[config.mk]
export PLATFORM = sky130hd
export DESIGN_NAME = uart_rx
export DESIGN_NICKNAME = d
export VERILOG_FILES = /design/src/rtl/uart_rx.sv
export SDC_FILE = /design/constraint.sdc
export NUM_CORES = 1
export LEC_CHECK = 0
export BUFFER_PORTS_ARGS = -buffer_cell sky130_fd_sc_hd__buf_2
export CAP_MARGIN = 20
export CORE_MARGIN = 8
export CORE_UTILIZATION = 41
export CTS_BUF_LIST = sky130_fd_sc_hd__clkbuf_16
export DETAILED_ROUTE_END_ITERATION = 7
export HOLD_SLACK_MARGIN = 0.03
export PLACE_DENSITY = 0.7
export SLEW_MARGIN = 20
export SYNTH_ARGS = -nofsm -noshare
export SYNTH_HDL_FRONTEND = slang
export SYNTH_SLANG_ARGS = --single-unit
[constraint.sdc]
create_clock -name clk -period 1.9 [get_ports clk]
set_clock_uncertainty 0.15 [all_clocks]
set_input_delay 0.19 -clock clk [delete_from_list [all_inputs] [get_ports clk]]
set_output_delay 0.19 -clock clk [all_outputs]
set_load 0.02 [all_outputs]
[src/rtl/uart_rx.sv]
// Oversampled 8N1-style serial receiver with a valid/ready output handshake.
// Optional parity stage is built in when UART_RX_PARITY_EN is defined.
module uart_rx #(
  parameter int DATA_BITS  = 8,
  parameter int OVERSAMPLE = 16
`ifdef UART_RX_PARITY_EN
  ,
  parameter bit PARITY_ODD = 1'b0
`endif
) (
  input  logic                 clk,
  input  logic                 reset,
  input  logic                 rx,
  input  logic                 tick,
  input  logic                 rx_ready,
  output logic [DATA_BITS-1:0] rx_data,
  output logic                 rx_valid,
  output logic                 rx_busy,
  output logic                 frame_err,
  output logic                 overrun_err
`ifdef UART_RX_PARITY_EN
  ,
  output logic                 parity_err
`endif
);

  localparam int TW = $clog2(OVERSAMPLE);
  localparam int BW = $clog2(DATA_BITS + 1);
  localparam logic [TW-1:0] HALF_M1  = TW'(OVERSAMPLE / 2 - 1);
  localparam logic [TW-1:0] FULL_M1  = TW'(OVERSAMPLE - 1);
  localparam logic [BW-1:0] LAST_BIT = BW'(DATA_BITS - 1);

  typedef enum logic [2:0] {
    S_IDLE,
    S_START,
    S_DATA,
`ifdef UART_RX_PARITY_EN
    S_PARITY,
`endif
    S_STOP,
    S_BREAK
  } state_t;

  state_t               r_state;
  logic                 r_rx_meta;
  logic                 r_rx_s;
  logic [TW-1:0]        r_tick_cnt;
  logic [BW-1:0]        r_bit_cnt;
  logic [DATA_BITS-1:0] r_shift;
  logic [DATA_BITS-1:0] r_data;
  logic                 r_valid;
  logic                 r_frame_err;
  logic                 r_overrun_err;

  state_t               w_state_nxt;
  logic [TW-1:0]        w_tick_nxt;
  logic [BW-1:0]        w_bit_nxt;
  logic [DATA_BITS-1:0] w_shift_nxt;
  logic [DATA_BITS-1:0] w_data_nxt;
  logic                 w_valid_nxt;
  logic                 w_frame_err_nxt;
  logic                 w_overrun_err_nxt;
  logic                 w_bit_end;

`ifdef UART_RX_PARITY_EN
  logic r_par_bad;
  logic r_parity_err;
  logic w_par_bad_nxt;
  logic w_parity_err_nxt;
`endif

  always_ff @(posedge clk or negedge reset) begin
    if (!reset) begin
      r_rx_meta <= 1'b1;
      r_rx_s    <= 1'b1;
    end else begin
      r_rx_meta <= rx;
      r_rx_s    <= r_rx_meta;
    end
  end

  assign w_bit_end = tick && (r_tick_cnt == FULL_M1);

  always_comb begin
    w_state_nxt       = r_state;
    w_tick_nxt        = r_tick_cnt;
    w_bit_nxt         = r_bit_cnt;
    w_shift_nxt       = r_shift;
    w_data_nxt        = r_data;
    w_valid_nxt       = r_valid & ~rx_ready;
    w_frame_err_nxt   = 1'b0;
    w_overrun_err_nxt = 1'b0;
`ifdef UART_RX_PARITY_EN
    w_par_bad_nxt     = r_par_bad;
    w_parity_err_nxt  = 1'b0;
`endif
    case (r_state)
      S_IDLE: begin
        if (!r_rx_s) begin
          w_state_nxt = S_START;
          w_tick_nxt  = '0;
        end
      end
      S_START: begin
        if (tick) begin
          if (r_tick_cnt == HALF_M1) begin
            // A start bit that is high again at its midpoint was only a glitch.
            w_state_nxt = r_rx_s ? S_IDLE : S_DATA;
            w_tick_nxt  = '0;
            w_bit_nxt   = '0;
          end else begin
            w_tick_nxt = r_tick_cnt + 1'b1;
          end
        end
      end
      S_DATA: begin
        if (w_bit_end) begin
          w_tick_nxt  = '0;
          w_shift_nxt = {r_rx_s, r_shift[DATA_BITS-1:1]};
          w_bit_nxt   = r_bit_cnt + 1'b1;
          if (r_bit_cnt == LAST_BIT) begin
`ifdef UART_RX_PARITY_EN
            w_state_nxt = S_PARITY;
`else
            w_state_nxt = S_STOP;
`endif
          end
        end else if (tick) begin
          w_tick_nxt = r_tick_cnt + 1'b1;
        end
      end
`ifdef UART_RX_PARITY_EN
      S_PARITY: begin
        if (w_bit_end) begin
          w_tick_nxt       = '0;
          w_par_bad_nxt    = (r_rx_s != ((^r_shift) ^ PARITY_ODD));
          w_parity_err_nxt = w_par_bad_nxt;
          w_state_nxt      = S_STOP;
        end else if (tick) begin
          w_tick_nxt = r_tick_cnt + 1'b1;
        end
      end
`endif
      S_STOP: begin
        if (w_bit_end) begin
          w_tick_nxt = '0;
          if (r_rx_s) begin
            w_state_nxt = S_IDLE;
`ifdef UART_RX_PARITY_EN
            if (r_par_bad) begin
              w_data_nxt = r_data;
            end else
`endif
            // A word consumed on this same clk frees the holding register.
            if (!r_valid || rx_ready) begin
              w_data_nxt  = r_shift;
              w_valid_nxt = 1'b1;
            end else begin
              w_overrun_err_nxt = 1'b1;
            end
          end else begin
            w_frame_err_nxt = 1'b1;
            w_state_nxt     = S_BREAK;
          end
        end else if (tick) begin
          w_tick_nxt = r_tick_cnt + 1'b1;
        end
      end
      S_BREAK: begin
        if (r_rx_s) begin
          w_state_nxt = S_IDLE;
        end
      end
      default: begin
        w_state_nxt = S_IDLE;
      end
    endcase
  end

  always_ff @(posedge clk or negedge reset) begin
    if (!reset) begin
      r_state       <= S_IDLE;
      r_tick_cnt    <= '0;
      r_bit_cnt     <= '0;
      r_shift       <= '0;
      r_data        <= '0;
      r_valid       <= 1'b0;
      r_frame_err   <= 1'b0;
      r_overrun_err <= 1'b0;
`ifdef UART_RX_PARITY_EN
      r_par_bad     <= 1'b0;
      r_parity_err  <= 1'b0;
`endif
    end else begin
      r_state       <= w_state_nxt;
      r_tick_cnt    <= w_tick_nxt;
      r_bit_cnt     <= w_bit_nxt;
      r_shift       <= w_shift_nxt;
      r_data        <= w_data_nxt;
      r_valid       <= w_valid_nxt;
      r_frame_err   <= w_frame_err_nxt;
      r_overrun_err <= w_overrun_err_nxt;
`ifdef UART_RX_PARITY_EN
      r_par_bad     <= w_par_bad_nxt;
      r_parity_err  <= w_parity_err_nxt;
`endif
    end
  end

  assign rx_data     = r_data;
  assign rx_valid    = r_valid;
  assign frame_err   = r_frame_err;
  assign overrun_err = r_overrun_err;
`ifdef UART_RX_PARITY_EN
  assign parity_err  = r_parity_err;
  assign rx_busy     = (r_state == S_START) || (r_state == S_DATA) ||
                       (r_state == S_PARITY) || (r_state == S_STOP);
`else
  assign rx_busy     = (r_state == S_START) || (r_state == S_DATA) ||
                       (r_state == S_STOP);
`endif

endmodule

# After elaboration in Yosys (flattened, before gate mapping)
# Index checks and enable logic that the tools add are counted.
# Widths: inputs -> output; s select.
# totals
ff_bits	32
inputBits	5
out_inout_bits	12
wordCells	74
# op_classes
addsub	2
eq_ne	15
n_mux	31
n_bitwise	2
reduce_logical	14
# ops
operator	n
$mux 4	8
$mux 3	8
$pmux 3 s5	1
$ne 2x2->1 const B	7
$pmux 4 s3	1
$reduce_and 4->1	3
$mux 1	11
$add 4x1->4 const B	2
$eq 4x3->1 const B	2
$pmux 4 s2	1
$reduce_and 7->1	1
$eq 3x2->1 const B	2
$eq 4x4->1 const B	1
$eq 3x1->1 const B	1
$eq 3x3->1 const B	1
$logic_not 3->1	1
$logic_or 1x1->1	3
$ne 3x1->1 const B	1
$reduce_bool 3->1	1
$mux 2	1
$reduce_and 2->1	1
$reduce_bool 2->1	1
$reduce_or 2->1	1
$and 1x1->1	1
3 further kinds	3

# Longest topological paths before layout
# depth
ltp_word	6
ltp_mapped	6
depth_no_buf	5

# Worst setup path before layout
# Ideal clock, no wire load.
# synth_path
path_kind	register to register
from	register r_tick_cnt[0]
to	register r_data[0], in the netlist rx_data[0]
setup_time_ps	125
arrival_time_ps	1685
required_time_ps	1625
path_slack_ps	-60
stages_incl_launch_ff	7
path_buffers	1
synth_period_minus_slack_ps	1960
path_cell_list	dfrtp_1 ha_1 nand3_1 nor4_1 and3_1 buf_2 mux2_2
# synth_via
elab_chain_len	3
# synth_rtl
item	line	source
from (decl)	47	logic [TW-1:0] r_tick_cnt;
from (signal assigned)	196	r_tick_cnt <= w_tick_nxt;
$eq 4x4->1	82	assign w_bit_end = tick && (r_tick_cnt == FULL_M1);
$logic_and 1x1->1	82	
$reduce_and 4->1 (no line)	--	
to (signal assigned)	199	r_data <= w_data_nxt;
to (decl)	50	logic [DATA_BITS-1:0] r_data;
# No other way between the ends.
# A chain may end at the register's enable or synchronous reset.

# Worst setup path after layout
# layout_path
from	register r_tick_cnt[0]
to	register r_tick_cnt[0]
# layout_via
elab_chain_len	4
elab_cells_between_ends	11
cone_classes	add/sub: 1; eq/ne: 3; mux: 5; reduce/logical: 2
# layout_rtl
item	line	source
$add 4x1->4, or another cell as far along	112, 129, 166	
$mux 4, or another cell as far along	128, 165	
$mux 4, or another cell as far along	145	if (w_bit_end) begin
$pmux 4 s3 / $reduce_and 4->1 (equally long branches)	--	
# Several ways; a longest one is shown, not always the timed one. The select of a mux whose other input is x is not followed.

==> metrics.cfg <==
[sta]
worstMarginPinSlew_ns=0.701
slew_viol_final=0
setup_viol=0
fin_crit_sh=0.998
setup_slack_ns=0.00468
finalSetupTns_ns=0
slew_headroom=0.533
rsz0062_at_grt=yes
fin_crit_ns=1.90
fmaxAchievable_ghz=0.528
hold_viol_final=0

[floorplan]
initial_utilization=0.431
dieArea_sq_um=5690
io_pins=17
die_w_um=75.4
fp.coreArea_sq_um=3360
rows=21
die_h_um=75.4

[synthesis]
netlist_instances=117
synth-seq-cells=32
synth.avg_cell_area_sq_um=12.4
syn-num-nets=124
ys_seq_area_frac=0.554
synth_area_sq_um=1450
ys.flop_type=dfrtp_1
ys_async_sr_fraction=1.00
yosys_warnings=0
synth_edf_count=0
ys_types=39

[clock_network]
cts.sinks=32
clk_pin_slew_ns=0.05
cts_root_buf=clkbuf_16
cts_max_level=2
cts_tree=built
cts_buffers=5
clkLatencyLatePin_ns=0.27
ctsLongestPathBuffers=2

[final_layout]
instances_no_fill=197
final_nets=157
antenna_cells=0
syn_to_final_growth_pct=29.3
stdcell_area_sq_um=1870
post_route_cells_drive_above_1_share=0.457

[setup_path]
arrival_ns=1.95
path_class=reg -> reg
end_kind=flop
crit-reg2reg-launch=r_tick_cnt[0]$_DFFE_PN0P_
endpoint=r_tick_cnt[0]$_DFFE_PN0P_
timing.rr.end=r_tick_cnt[0]$_DFFE_PN0P_
worst-path-buf-inv=1
critPathLaunchType=flop
critPathSlowestCell=a311o_2
crit_family=compound AO/OA/AOI/OAI gates
required_ns=1.96
crit_chain=ha_2 -> buf_4 -> and4bb_2 -> a311o_2 -> nor3_2 -> a21o_1
ff2ff_path_depth=6
crit_start=r_tick_cnt[0]$_DFFE_PN0P_
reg2reg_slack_ns=0.005
crit_fanout=4
max_stage_delay_ns=0.40
worst-path-stages=6

[route]
drt_iter0_markers=60
routedWlPerCell_um=15.4
drt-total-wl_um=3040
drcViolationCount=0
via_per_inst=5.38
vias=1059
drt_pass1_iterations=4
drtAntennaViolNets=0

[grt]
grt_first_pass_wirelength_um=5160
grt_pass1_vias=1122
overflow=0
track_usage=0.121
grt_max_degree=33
antenna_found_initial=0

[placed_design]
preCtsSetupSlack_ns=-0.0281
hpwl_um=2090
port_buffers=16
placed_area_sq_um=1620
gp_congestion=0.816
placedCellCount=183

[pwr]
p_leak_nw=0.931
power.total_mw=2.06
peakVddDrop_mv=0.728
powerDensity_nw_per_um2=1100

[outcome]
status=complete, no violations

[worst_hold_path]
hold_path.class=in -> reg

[flow_run]
maxCapViolCount=0

[final cells by class]
cell class / instances / area [sq um]
Clock buffer: 5 / 125
Multi-Input combinational cell: 75 / 611
Fill cell: 306 / 1490
Clock inverter: 3 / 37.5
Sequential cell: 32 / 806
Tap cell: 46 / 57.6
Inverter: 4 / 15.0
Timing Repair Buffer: 32 / 221
[synthesized netlist by cell type (2+ instances only)]
library cell,instances,area share
nor3_1,2,0.0069
a21o_1,2,0.010
buf_6,2,0.016
dfstp_2,2,0.036
ha_1,2,0.017
and3_1,2,0.0086
inv_1,4,0.010
o21ai_0,8,0.028
a211o_1,2,0.012
dfrtp_1,30,0.52
or4_1,2,0.010
clkbuf_8,2,0.019
nand2_1,8,0.021
mux2_2,17,0.13
nand3_1,3,0.010
nor2_1,6,0.016
[kinds of logic after synthesis]
logic type                 after synthesis  share of synthesized area
and+or+nand+nor                         35                      0.141
DFF                                     32                      0.554
AOI/OAI and AO/OA                       20                     0.0950
muxes                                   18                      0.139
buffers and inverters                   10                     0.0535
adders and majority gates                2                     0.0173
[metal layers]
| layer | up-vias | GRT usage | wire length (um) |
|---|---|---|---|
| li1 | 494 | - | - |
| met1 | 521 | 0.122 | 1240 |
| met2 | 33 | 0.210 | 1540 |
| met3 | 11 | 0.0487 | 164 |
| met4 | 0 | 0.0661 | 88 |
| met5 | - | 0 | 0 |
[how the worst min path moves through the flow]
stage                   from                        to  cells past startpoint
floorplan              reset       frame_err$_DFF_PN0_                      0
global placement       reset  r_bit_cnt[2]$_DFFE_PN0P_                      1
detailed placement     reset  r_bit_cnt[2]$_DFFE_PN0P_                      1
CTS                 rx_ready        rx_valid$_DFF_PN0_                      3
global route        rx_ready     overrun_err$_DFF_PN0_                      3
finish              rx_ready        rx_valid$_DFF_PN0_                      3
[worst register-to-register path, cell delays in order (launching register included)]
cell and delay [ns]:
dfrtp_1 0.39, ha_2 0.21, buf_4 0.14, and4bb_2 0.22
a311o_2 0.40, nor3_2 0.19, a21o_1 0.13
[per-stage QoR]
stage,util,hold WS [ns]
floorplan,-,-0.256
global route,0.557,0.0865
global placement,0.483,0.117
CTS,0.548,0.0712
finish,0.557,0.0686
detailed placement,0.483,0.130
[timing repair]
action | in CTS | in global routing
setup buffers | 2 | 2
resized for setup | 5 | 5
hold buffers | 2 | 0
pin swaps | 2 | 0
gates cloned | 0 | 0
endpoints found under the hold margin | 31 | 0
endpoints found under the setup margin | 11 | 12
[power breakdown]
group          total, mW  switching (mW)  internal, mW  leakage (nW)
combinational      0.413           0.227         0.186         0.420
clock              0.875           0.268         0.608        0.0789
sequential         0.775          0.0451         0.729         0.433
[sequential cells by signal, summed over array words and instances (netlist names)]
| name | count |
|---|---|
| overrun_err | 1 |
| rx_data | 8 |
| r_rx_meta | 1 |
| r_state | 3 |
| r_rx_s | 1 |
| rx_valid | 1 |
| r_shift | 8 |
| frame_err | 1 |
| r_tick_cnt | 4 |
| r_bit_cnt | 4 |
[cells in the final DEF (no fill, tap or decap), types with 2 or more instances in the layout]
cell / n
dfrtp_1: 28
mux2_2: 17
buf_2: 16
buf_4: 12
nand2_1: 8
o21ai_0: 8
nor2_1: 6
clkbuf_16: 5
inv_1: 4
or4_1: 2
nor3_2: 2
nand3_1: 2
a211o_1: 2
clkinv_1: 2
dlygate4sd3_1: 2
dfstp_2: 2
dfrtp_2: 2
No activity file was read; power rests on OpenSTA's default activity.
